[src/rtl/mlu_bootstrap.sv]
// Boot loader that copies the slice and lookahead tables from the boot ROM into the MLU,
// one byte per READ / WRITE / HOLD sequence, and raises ERR if the ROM stops answering.
module mlu_bootstrap #(
  parameter int unsigned SLICE_DEPTH = 4096,
  parameter int unsigned LA_DEPTH    = 131072,
  parameter int unsigned TIMEOUT     = 255
) (
  input  logic        CLK,
  input  logic        RST,
  output logic        ROM_REQ,
  output logic [17:0] ROM_ADDR,
  input  logic        ROM_ACK,
  input  logic [7:0]  ROM_DATA,
  output logic [16:0] BOOTSTRAP_ADDR,
  output logic [7:0]  BOOTSTRAP_DATA,
  output logic        BOOTSTRAP_MLU_SLICE_N_WE,
  output logic        BOOTSTRAP_MLU_LOOKAHEAD_N_WE,
  output logic        N_BOOTED,
  output logic        ERR,
  input  logic        REBOOT
);

  // The wait counter only ever needs to hold TIMEOUT-1: the next miss goes to FAIL.
  localparam int unsigned WaitW       = (TIMEOUT > 2) ? $clog2(TIMEOUT) : 1;
  localparam logic [WaitW-1:0] WaitLast = WaitW'(TIMEOUT - 1);
  localparam logic [16:0] SliceLast   = 17'(SLICE_DEPTH - 1);
  localparam logic [16:0] LaLast      = 17'(LA_DEPTH - 1);
  localparam logic [17:0] LaBase      = 18'(SLICE_DEPTH);

  typedef enum logic [3:0] {
    StIdle,
    StSRead,
    StSWrite,
    StSHold,
    StLRead,
    StLWrite,
    StLHold,
    StDone,
    StFail
  } state_e;

  state_e            state_q, state_d;
  logic [16:0]       index_q, index_d;
  logic [WaitW-1:0]  wait_q, wait_d;
  logic [7:0]        data_q, data_d;
  logic              la_sel;

  always_ff @(posedge CLK) begin
    if (RST) begin
      state_q <= StIdle;
      index_q <= '0;
      wait_q  <= '0;
      data_q  <= '0;
    end else begin
      state_q <= state_d;
      index_q <= index_d;
      wait_q  <= wait_d;
      data_q  <= data_d;
    end
  end

  always_comb begin
    state_d = state_q;
    index_d = index_q;
    wait_d  = wait_q;
    data_d  = data_q;
    unique case (state_q)
      StIdle: begin
        index_d = '0;
        wait_d  = '0;
        state_d = StSRead;
      end
      StSRead, StLRead: begin
        // An ACK arriving on the last permitted wait cycle still wins over the timeout.
        if (ROM_ACK) begin
          data_d  = ROM_DATA;
          state_d = (state_q == StSRead) ? StSWrite : StLWrite;
        end else if (wait_q == WaitLast) begin
          state_d = StFail;
        end else begin
          wait_d = wait_q + 1'b1;
        end
      end
      StSWrite: state_d = StSHold;
      StLWrite: state_d = StLHold;
      StSHold: begin
        wait_d = '0;
        if (index_q == SliceLast) begin
          index_d = '0;
          state_d = StLRead;
        end else begin
          index_d = index_q + 17'd1;
          state_d = StSRead;
        end
      end
      StLHold: begin
        wait_d = '0;
        if (index_q == LaLast) begin
          state_d = StDone;
        end else begin
          index_d = index_q + 17'd1;
          state_d = StLRead;
        end
      end
      StDone, StFail: begin
        if (REBOOT) begin
          state_d = StIdle;
        end
      end
      default: state_d = StIdle;
    endcase
  end

  always_comb begin
    ROM_REQ                      = 1'b0;
    BOOTSTRAP_MLU_SLICE_N_WE     = 1'b1;
    BOOTSTRAP_MLU_LOOKAHEAD_N_WE = 1'b1;
    N_BOOTED                     = 1'b1;
    ERR                          = 1'b0;
    la_sel                       = 1'b0;
    unique case (state_q)
      StSRead:  ROM_REQ = 1'b1;
      StLRead: begin
        ROM_REQ = 1'b1;
        la_sel  = 1'b1;
      end
      StSWrite: BOOTSTRAP_MLU_SLICE_N_WE = 1'b0;
      StLWrite: begin
        BOOTSTRAP_MLU_LOOKAHEAD_N_WE = 1'b0;
        la_sel                       = 1'b1;
      end
      StLHold:  la_sel = 1'b1;
      StDone:   N_BOOTED = 1'b0;
      StFail:   ERR = 1'b1;
      default:  la_sel = 1'b0;
    endcase
    ROM_ADDR = la_sel ? (LaBase + {1'b0, index_q}) : {1'b0, index_q};
  end

  assign BOOTSTRAP_ADDR = index_q;
  assign BOOTSTRAP_DATA = data_q;

endmodule
[config.mk]
export PLATFORM = sky130hd
export DESIGN_NAME = mlu_bootstrap
export DESIGN_NICKNAME = d
export VERILOG_FILES = /design/src/rtl/mlu_bootstrap.sv
export SDC_FILE = /design/constraint.sdc
export NUM_CORES = 1
export LEC_CHECK = 0
export ABC_AREA = 1
export CELL_PAD_IN_SITES_DETAIL_PLACEMENT = 0
export CELL_PAD_IN_SITES_GLOBAL_PLACEMENT = 1
export CORE_ASPECT_RATIO = 0.6
export CORE_MARGIN = 1
export CORE_UTILIZATION = 30
export DETAILED_ROUTE_END_ITERATION = 8
export DONT_BUFFER_PORTS = 1
export PLACE_DENSITY = 0.62
export SLEW_MARGIN = 20
export SYNTH_ARGS = -nofsm -noshare
export SYNTH_HDL_FRONTEND = slang
export SYNTH_SLANG_ARGS = --single-unit
[constraint.sdc]
create_clock -name CLK -period 1.99 [get_ports CLK]
set_input_delay 0 -clock CLK [delete_from_list [all_inputs] [get_ports CLK]]
set_output_delay 0 -clock CLK [all_outputs]
set_load 0.01 [all_outputs]
After elaboration in Yosys (flattened, before gate mapping) --
Index checks and enable logic that the tools add are counted. Widths: inputs -> output; s select.
Word-level totals: input port bits 12, register bits after elaboration 37
Cells by class: reductions and logical operators 11, add/sub/neg operators 3, eq/ne operators 16, mux-type cells 20
Operators with widths (number):
- $pmux 17 s3 | 1
- $mux 17 | 2
- $pmux 4 s7 | 1
- $add 13x17->18 const A | 1
- $mux 18 | 1
- $add 17x1->17 const B | 1
- $eq 17x12->1 const B | 1
- $eq 17x17->1 const B | 1
- $eq 4x3->1 const B | 4
- $mux 8 | 2
- $pmux 8 s2 | 1
- $mux 4 | 3
- $add 8x1->8 const B | 1
- $eq 4x2->1 const B | 2
- $eq 8x8->1 const B | 1
- $ne 2x2->1 const B | 4
- $mux 1 | 6
- $mux 3 | 2
- $reduce_and 2->1 | 3
- $reduce_or 3->1 | 2
- $eq 4x1->1 const B | 1
- $eq 4x4->1 const B | 1
- $logic_not 4->1 | 1
- $reduce_or 2->1 | 2
- other kinds (5) | 5

Longest topological paths before layout --
Gate-level depths: netlist of run 1.
depth in word-level cells 4, gate-level depth with buffers 14, gate-level depth less buffers 14

Least setup slack after synthesis of run 1 --
No wires, ideal clock.
path kind reg-to-reg, from reg index_q[0] (netlist: BOOTSTRAP_ADDR[0]), to reg index_q[2] (netlist: BOOTSTRAP_ADDR[2]), library setup time 115 ps, arrival 1914 ps, cell stages (with the launch flop) 13, slack -39 ps, buffers on the path 0, path through dfxtp_1 ha_1 nand3_1 nor2_2 nand3_1 nor2_1 ha_1 nand3_2 nand2_4 inv_4 nand2_2 xor2_1 nor2_1
On the way: longest elaborated chain between the ends 3, elaborated cells on any way between the ends 8
RTL lines:
- start: declaration | RTL line 43 | logic [16:0] index_q, index_d;
- start signal: assignment | RTL line 56 | index_q <= index_d;
- $add 17x1->17, or another cell as far along | RTL line 92, 101
- $mux 17, or another cell as far along | RTL line 98 | if (index_q == LaLast) begin
- $pmux 17 s3 or $reduce_and 2->1 (tied branches)
Several ways; a longest one is shown, not always the timed one. The select of a mux whose other input is x is not followed. A chain may end at the register's enable or synchronous reset.

Worst setup path after layout of run 1 --
Ends and elaborated chain as after synthesis.

==> results of run 1 <==
[cells by family after synthesis]
logic type | count (synthesis) | synth area share
AO/OA/AOI/OAI | 37 | 0.0907
XOR/XNOR | 14 | 0.0562
adder cells (fa/ha/maj) | 6 | 0.0344
buffers and inverters | 49 | 0.112
flip-flops | 37 | 0.340
AND/OR/NAND/NOR | 167 | 0.367
[path summary, 6_finish.rpt]
kind | end | slack (ps) | depth (start not counted)
worst min register to register | wait_q[0] | 490 | 1
worst max-delay path | BOOTSTRAP_ADDR[2] | 140 | 12
worst max register to register | BOOTSTRAP_ADDR[2] | 140 | 12
worst min-delay path | wait_q[0] | 60 | 3
[area by class of cell]
| class | count | area (um2) | share of cell area |
|---|---|---|---|
| tap | 87 | 109 | 0.0409 |
| clock buffer | 6 | 139 | 0.0522 |
| timing repair buffer | 34 | 280 | 0.105 |
| sequential | 37 | 743 | 0.279 |
| clock inverter | 1 | 7.51 | 0.00282 |
| inverter | 33 | 128 | 0.0480 |
| multi-input combinational | 225 | 1250 | 0.471 |
[layer usage]
layer | vias up | routed length (um)
met5 | - | 0
met4 | 0 | 41
met3 | 6 | 405
met2 | 68 | 2140
met1 | 893 | 3190
li1 | 1034 | -
[cells in the final DEF, fill, tap and decap left out, drive strengths merged, types with 2 or more instances in the layout]
cell	synthesis	layout
nand3	33	33
or2	2	2
buf	15	24
nand4	2	2
a21oi	19	19
xor2	11	11
dfxtp	37	37
ha	6	6
inv	32	32
clkbuf	1	6
xnor2	3	3
nand2	66	67
nor3	3	3
o21ai	16	16
nor2	59	59
dlygate4sd3	0	10
[timing repair]
action | 4_1_cts | 5_1_grt
endpoints found under the setup margin | 0 | 15
hold endpoints to repair | 19 | 0
hold buffers | 10 | 0
resized for setup | 0 | 10
setup buffers | 0 | 4
[power groups by stage]
stage	combinational [W]	sequential (W)	clock (W)
after floorplan	0.000896	0.00101	0
after global placement	0.00114	0.00102	0
after detailed placement	0.00113	0.00102	0
after CTS	0.00116	0.00100	0.000829
after global routing	0.00142	0.00103	0.000855
final	0.00127	0.00101	0.000806
[worst register-to-register path: stages, from the launching register on]
cell,delay [ps]
dfxtp_2,350
ha_4,150
nand3_4,90
nor2_4,120
nand3_1,90
nor2_1,110
ha_2,200
nand3_4,160
nand2_8,160
inv_4,60
nand2_2,60
xor2_1,140
nor2_1,50
[stage by stage]
stage	cell area [um2]	hold slack, ps	TNS, ps	instances	total power (W)
6_report	2660	64.5	0	423	0.00309
5_1_grt	2660	91.7	-11.0	423	0.00330
4_1_cts	2570	63.2	0	418	0.00299
3_5_place_dp	2320	71.8	0	401	0.00215
3_3_place_gp	2320	71.2	0	401	0.00216
2_1_floorplan	2180	69.1	0	310	0.00190
[flip-flops by register name (all words and copies together), names as in the netlist]
| name | count |
|---|---|
| BOOTSTRAP_ADDR | 17 |
| wait_q | 8 |
| BOOTSTRAP_DATA | 8 |
| state_q | 4 |
==> flow_metrics.tcl, run 1 <==
set metrics [dict create \
    crit_chain "ha_4 -> nand3_4 -> nor2_4 -> nand3_1 -> nor2_1 -> ha_2 -> nand3_4 -> nand2_8 -> inv_4 -> nand2_2 -> xor2_1 -> nor2_1" \
    vdd_ir_drop_max_uv 540 \
    cts_buffer_depth 2 \
    ant_nets 0 \
    layout_setup_ws_ps 141 \
    use_met1 0.231 \
    synth.distinct_cells 33 \
    slowest_delay_ps 350 \
    cp_max_fo 7 \
    die_h_um 68.0 \
    leakage_nw 1.12 \
    hold_violations 0 \
    netlist_top_cells_count "nand2_1, nor2_1, dfxtp_1" \
    fin_util 0.388 \
    synth.most_common_cell "nand2_1" \
    cts.sinks 37 \
    cts_inserted_buffers 5 \
    synth_edf_count 0 \
    crit_slowest_cell "dfxtp_2" \
    grt_pass1_wl_um 8960 \
    synth_top_area_frac 0.340 \
    clock_latency_ps 280 \
    drt_iter0_drc 149 \
    p_sw_frac 0.431 \
    grt_max_degree 13 \
    io_buffers 0 \
    drc 4 \
    fin_skew_ps 5.62 \
    relSlewSlack 0.689 \
    htree_levels 2 \
    syn2layout_area_growth_pct 22.0 \
    synth_nets 328 \
    wl_per_cell_um 13.7 \
    cap_violations 0 \
    ios 60 \
    syn_avg_cell_area_um2 7.03 \
    syn_area_um2 2180 \
    cts_root_buf "clkbuf_16" \
    netlist_instances 310 \
    end_kind "flip-flop" \
    antenna_found_initial 0 \
    detail_route.vias_per_cell 4.73 \
    path_class "flip-flop to flip-flop" \
    min_path_type "input port to flip-flop" \
    die_area_um2 7630 \
    crit_arrival_ps 2020 \
    p_switching_w 0.00133 \
    drv_slew 0 \
    reg2reg_from "BOOTSTRAP_ADDR[0]" \
    core_area_um2 6850 \
    synth_top_flop_cell "dfxtp_1" \
    power.density_nw_per_um2 1160 \
    required_ps 2160 \
    num_antenna_cells 0 \
    initial_core_util 0.318 \
    clk_pin_slew_ps 60 \
    dp_hpwl_um 4210 \
    row_count 23 \
    final_nets 354 \
    grt_util_met2 0.205 \
    violations "DRC" \
    comb_power_share 0.411 \
    fin_crit_sh 0.929 \
    cp-startpoint "BOOTSTRAP_ADDR[0]" \
    pwr-share-clk 0.261 \
    status "finished with violations" \
    setup_viol 0 \
    worst_pin_slew_ps 465 \
    synth_warnings 0 \
    top_usage_layer "met1" \
    dr.pass1.iters 7 \
    cts_tree "yes" \
    grt_remaining_overflow 0 \
    path_delay_family "simple AND/OR/NAND/NOR gates" \
    p_int_w 0.00176 \
    fmax_mhz 541 \
    grt_usage 0.153 \
    gp_congestion 0.784 \
    fillerInstances 738 \
    pre_cts_ws_ps 39.4 \
    ys_ff_latch 37 \
    synthTopCellsByArea "dfxtp_1, nand2_1, nor2_1, nand3_1, inv_1" \
    die_w_um 112 \
    vias 2001 \
    hold_start "RST" \
    startpoint_type "flip-flop" \
    min_period_ps 1850 \
    totalWireLength_um 5780 \
    grtUsageMet3 0.0469 \
    synth_top_cell_by_area "dfxtp_1" \
    post_route_cells_drive_above_1_share 0.205 \
    async_reset_ff_frac 0 \
    p_seq_frac 0.328 \
    cp_num_buf_inv 1 \
    synth_seq_area_share 0.340 \
    grt_pass1_vias 1743 \
]
Power figures use the tool's default switching activity.
==> run 2, diff against run 1 <==
Settings changed: PLACE_DENSITY 0.62 to 0.6.
Clock period 1.99 ns to 1.75 ns, I/O delays scaled along.
==> run 2 against run 1 <==
  * The flow finishes with violations (DRC, setup timing)
  * Largest cell class unchanged
  * Highest routed layer unchanged
  * Setup slack got worse by 150 ps
  * Wire length fell by 2.2%
  * Critical path depth did not move
  * Cell count rose by 3.8%
  * Design area rose by 7.1%
  * Worst hold slack got worse by 5.6 ps
  * Global-route usage fell by 0.087 points
  * Sequential share of layout area fell by 1.6 points
  * Die area did not move
==> flow_metrics.tcl, run 2 (synthesized netlist as in run 1, its figures left out) <==
set metrics [dict create \
    status "finished with violations" \
    violations "DRC, setup timing" \
    min_period_ps 1760 \
    die_h_um 68.0 \
    min_path_type "input port to flip-flop" \
    totalWireLength_um 5650 \
    end_kind "flip-flop" \
    final_cell_mix "nand2_1, nor2_1, buf_4, dfxtp_1, inv_1" \
    comb_power_share 0.442 \
    slowest_delay_ps 360 \
    hold_violations 0 \
    grt_remaining_overflow 0 \
    fmax_mhz 568 \
    wl_per_cell_um 12.9 \
    dp_cells 415 \
    crit_chain "ha_4 -> nand3_4 -> nor2_4 -> nand3_2 -> nor2_2 -> ha_2 -> nand3_4 -> nand2_8 -> inv_6 -> nand2_2 -> xor2_1 -> nor2_1" \
    drv_slew 0 \
    core_area_um2 6850 \
    startpoint_type "flip-flop" \
    p_sw_frac 0.424 \
    cts_inserted_buffers 5 \
    grt_pass1_vias 1757 \
    final_common_cell "nand2_1" \
    vias 2016 \
    cap_violations 0 \
    pre_cts_ws_ps 0.740 \
    finalSetupTns_ps -18.8 \
    cts_buffer_depth 2 \
    cp-startpoint "BOOTSTRAP_ADDR[1]" \
    grt_util_met2 0.207 \
    grt_pass1_wl_um 9020 \
    dp_hpwl_um 4250 \
    layout_setup_ws_ps -9.45 \
    crit_arrival_ps 1930 \
    grtUsageMet3 0.0381 \
    clock_latency_ps 280 \
    gp_congestion 0.785 \
    final_nets 369 \
    p_seq_frac 0.310 \
    stdcell_area_um2 2850 \
    ios 60 \
    num_antenna_cells 0 \
    syn2layout_area_growth_pct 30.6 \
    cts_root_buf "clkbuf_16" \
    fin_crit_sh 1.01 \
    postPlaceCellArea_um2 2490 \
    vdd_ir_drop_max_uv 545 \
    p_int_w 0.00215 \
    io_buffers 0 \
    drc 3 \
    fin_skew_ps 6.73 \
    cpMostUsedCell "nand3_4" \
    detail_route.vias_per_cell 4.59 \
    cts_tree "yes" \
    grt_max_degree 15 \
    use_met1 0.233 \
    setup_viol 2 \
    htree_levels 2 \
    fin_cells 439 \
    reg2reg_from "BOOTSTRAP_ADDR[1]" \
    initial_core_util 0.318 \
    relSlewSlack 0.685 \
    path_class "flip-flop to flip-flop" \
    leakage_nw 1.21 \
    pwr-share-clk 0.248 \
    clk_pin_slew_ps 60 \
    post_route_cells_drive_above_1_share 0.270 \
    fillerInstances 694 \
    grt_usage 0.152 \
    row_count 23 \
    dr.pass1.iters 6 \
    hold_start "ROM_ACK" \
    rsz0062_at_grt "true" \
    die_w_um 112 \
    largest_register_ffs 17 \
    cp_max_fo 6 \
    worst_pin_slew_ps 471 \
    power.density_nw_per_um2 1310 \
    drt_iter0_drc 119 \
    crit_slowest_cell "dfxtp_4" \
    top_usage_layer "met1" \
    required_ps 1930 \
    cts.sinks 37 \
    die_area_um2 7630 \
    antenna_found_initial 0 \
    ant_nets 0 \
    p_switching_w 0.00158 \
]
[run 2: cell type report]
type                       instances  area (um2)  area share
clock buffer                       5         125      0.0439
clock inverter                     3        23.8     0.00834
inverter                          33         133      0.0466
multi-input combinational        224        1290       0.453
sequential                        37         751       0.264
tap                               87         109      0.0382
timing repair buffer              50         417       0.146
[run 2: worst max-delay path, delay by kind of cell, from the launching register on]
kind | cells | cell delay (ps)
flip-flops | 1 | 360
adder cells (fa/ha/maj) | 2 | 330
AND/OR/NAND/NOR | 8 | 750
buffers and inverters | 1 | 50
XOR/XNOR | 1 | 160
[run 2: power by group through the flow]
stage               Combinational [W]  Sequential [W]  Clock, W
detailed placement            0.00142         0.00117         0
floorplan                     0.00106         0.00116         0
CTS                           0.00145         0.00116  0.000947
global route                  0.00182         0.00118  0.000979
finish                        0.00165         0.00115  0.000925
global placement              0.00143         0.00117         0
[run 2: metal layers]
metal,vias up,share of wire,wire length [um]
li1,1072,-,-
met1,889,0.57,3210
met2,53,0.37,2090
met3,2,0.057,325
met4,0,0.0050,28
met5,-,0,0
[run 2: path summary, 6_finish.rpt]
check / endpoint / slack [ps] / depth (start not counted)
max reg2reg: BOOTSTRAP_ADDR[2] / -9 / 12
min reg2reg: wait_q[0] / 490 / 1
min: state_q[0] / 60 / 4
max: BOOTSTRAP_ADDR[2] / -9 / 12
[run 2: what timing repair did]
item,CTS,global route
pin swaps,0,12
setup buffers,0,6
setup endpoints to repair,1,24
endpoints found under the hold margin,19,0
resized for setup,1,16
hold buffers,10,0
[run 2: stage by stage]
stage	utilization	hold WS (ps)	power, W
after floorplan	-	69.1	0.00222
after global placement	0.363	70.8	0.00260
after detailed placement	0.363	73.1	0.00259
after CTS	0.400	55.1	0.00355
after global routing	0.416	56.1	0.00397
final	0.416	58.9	0.00373
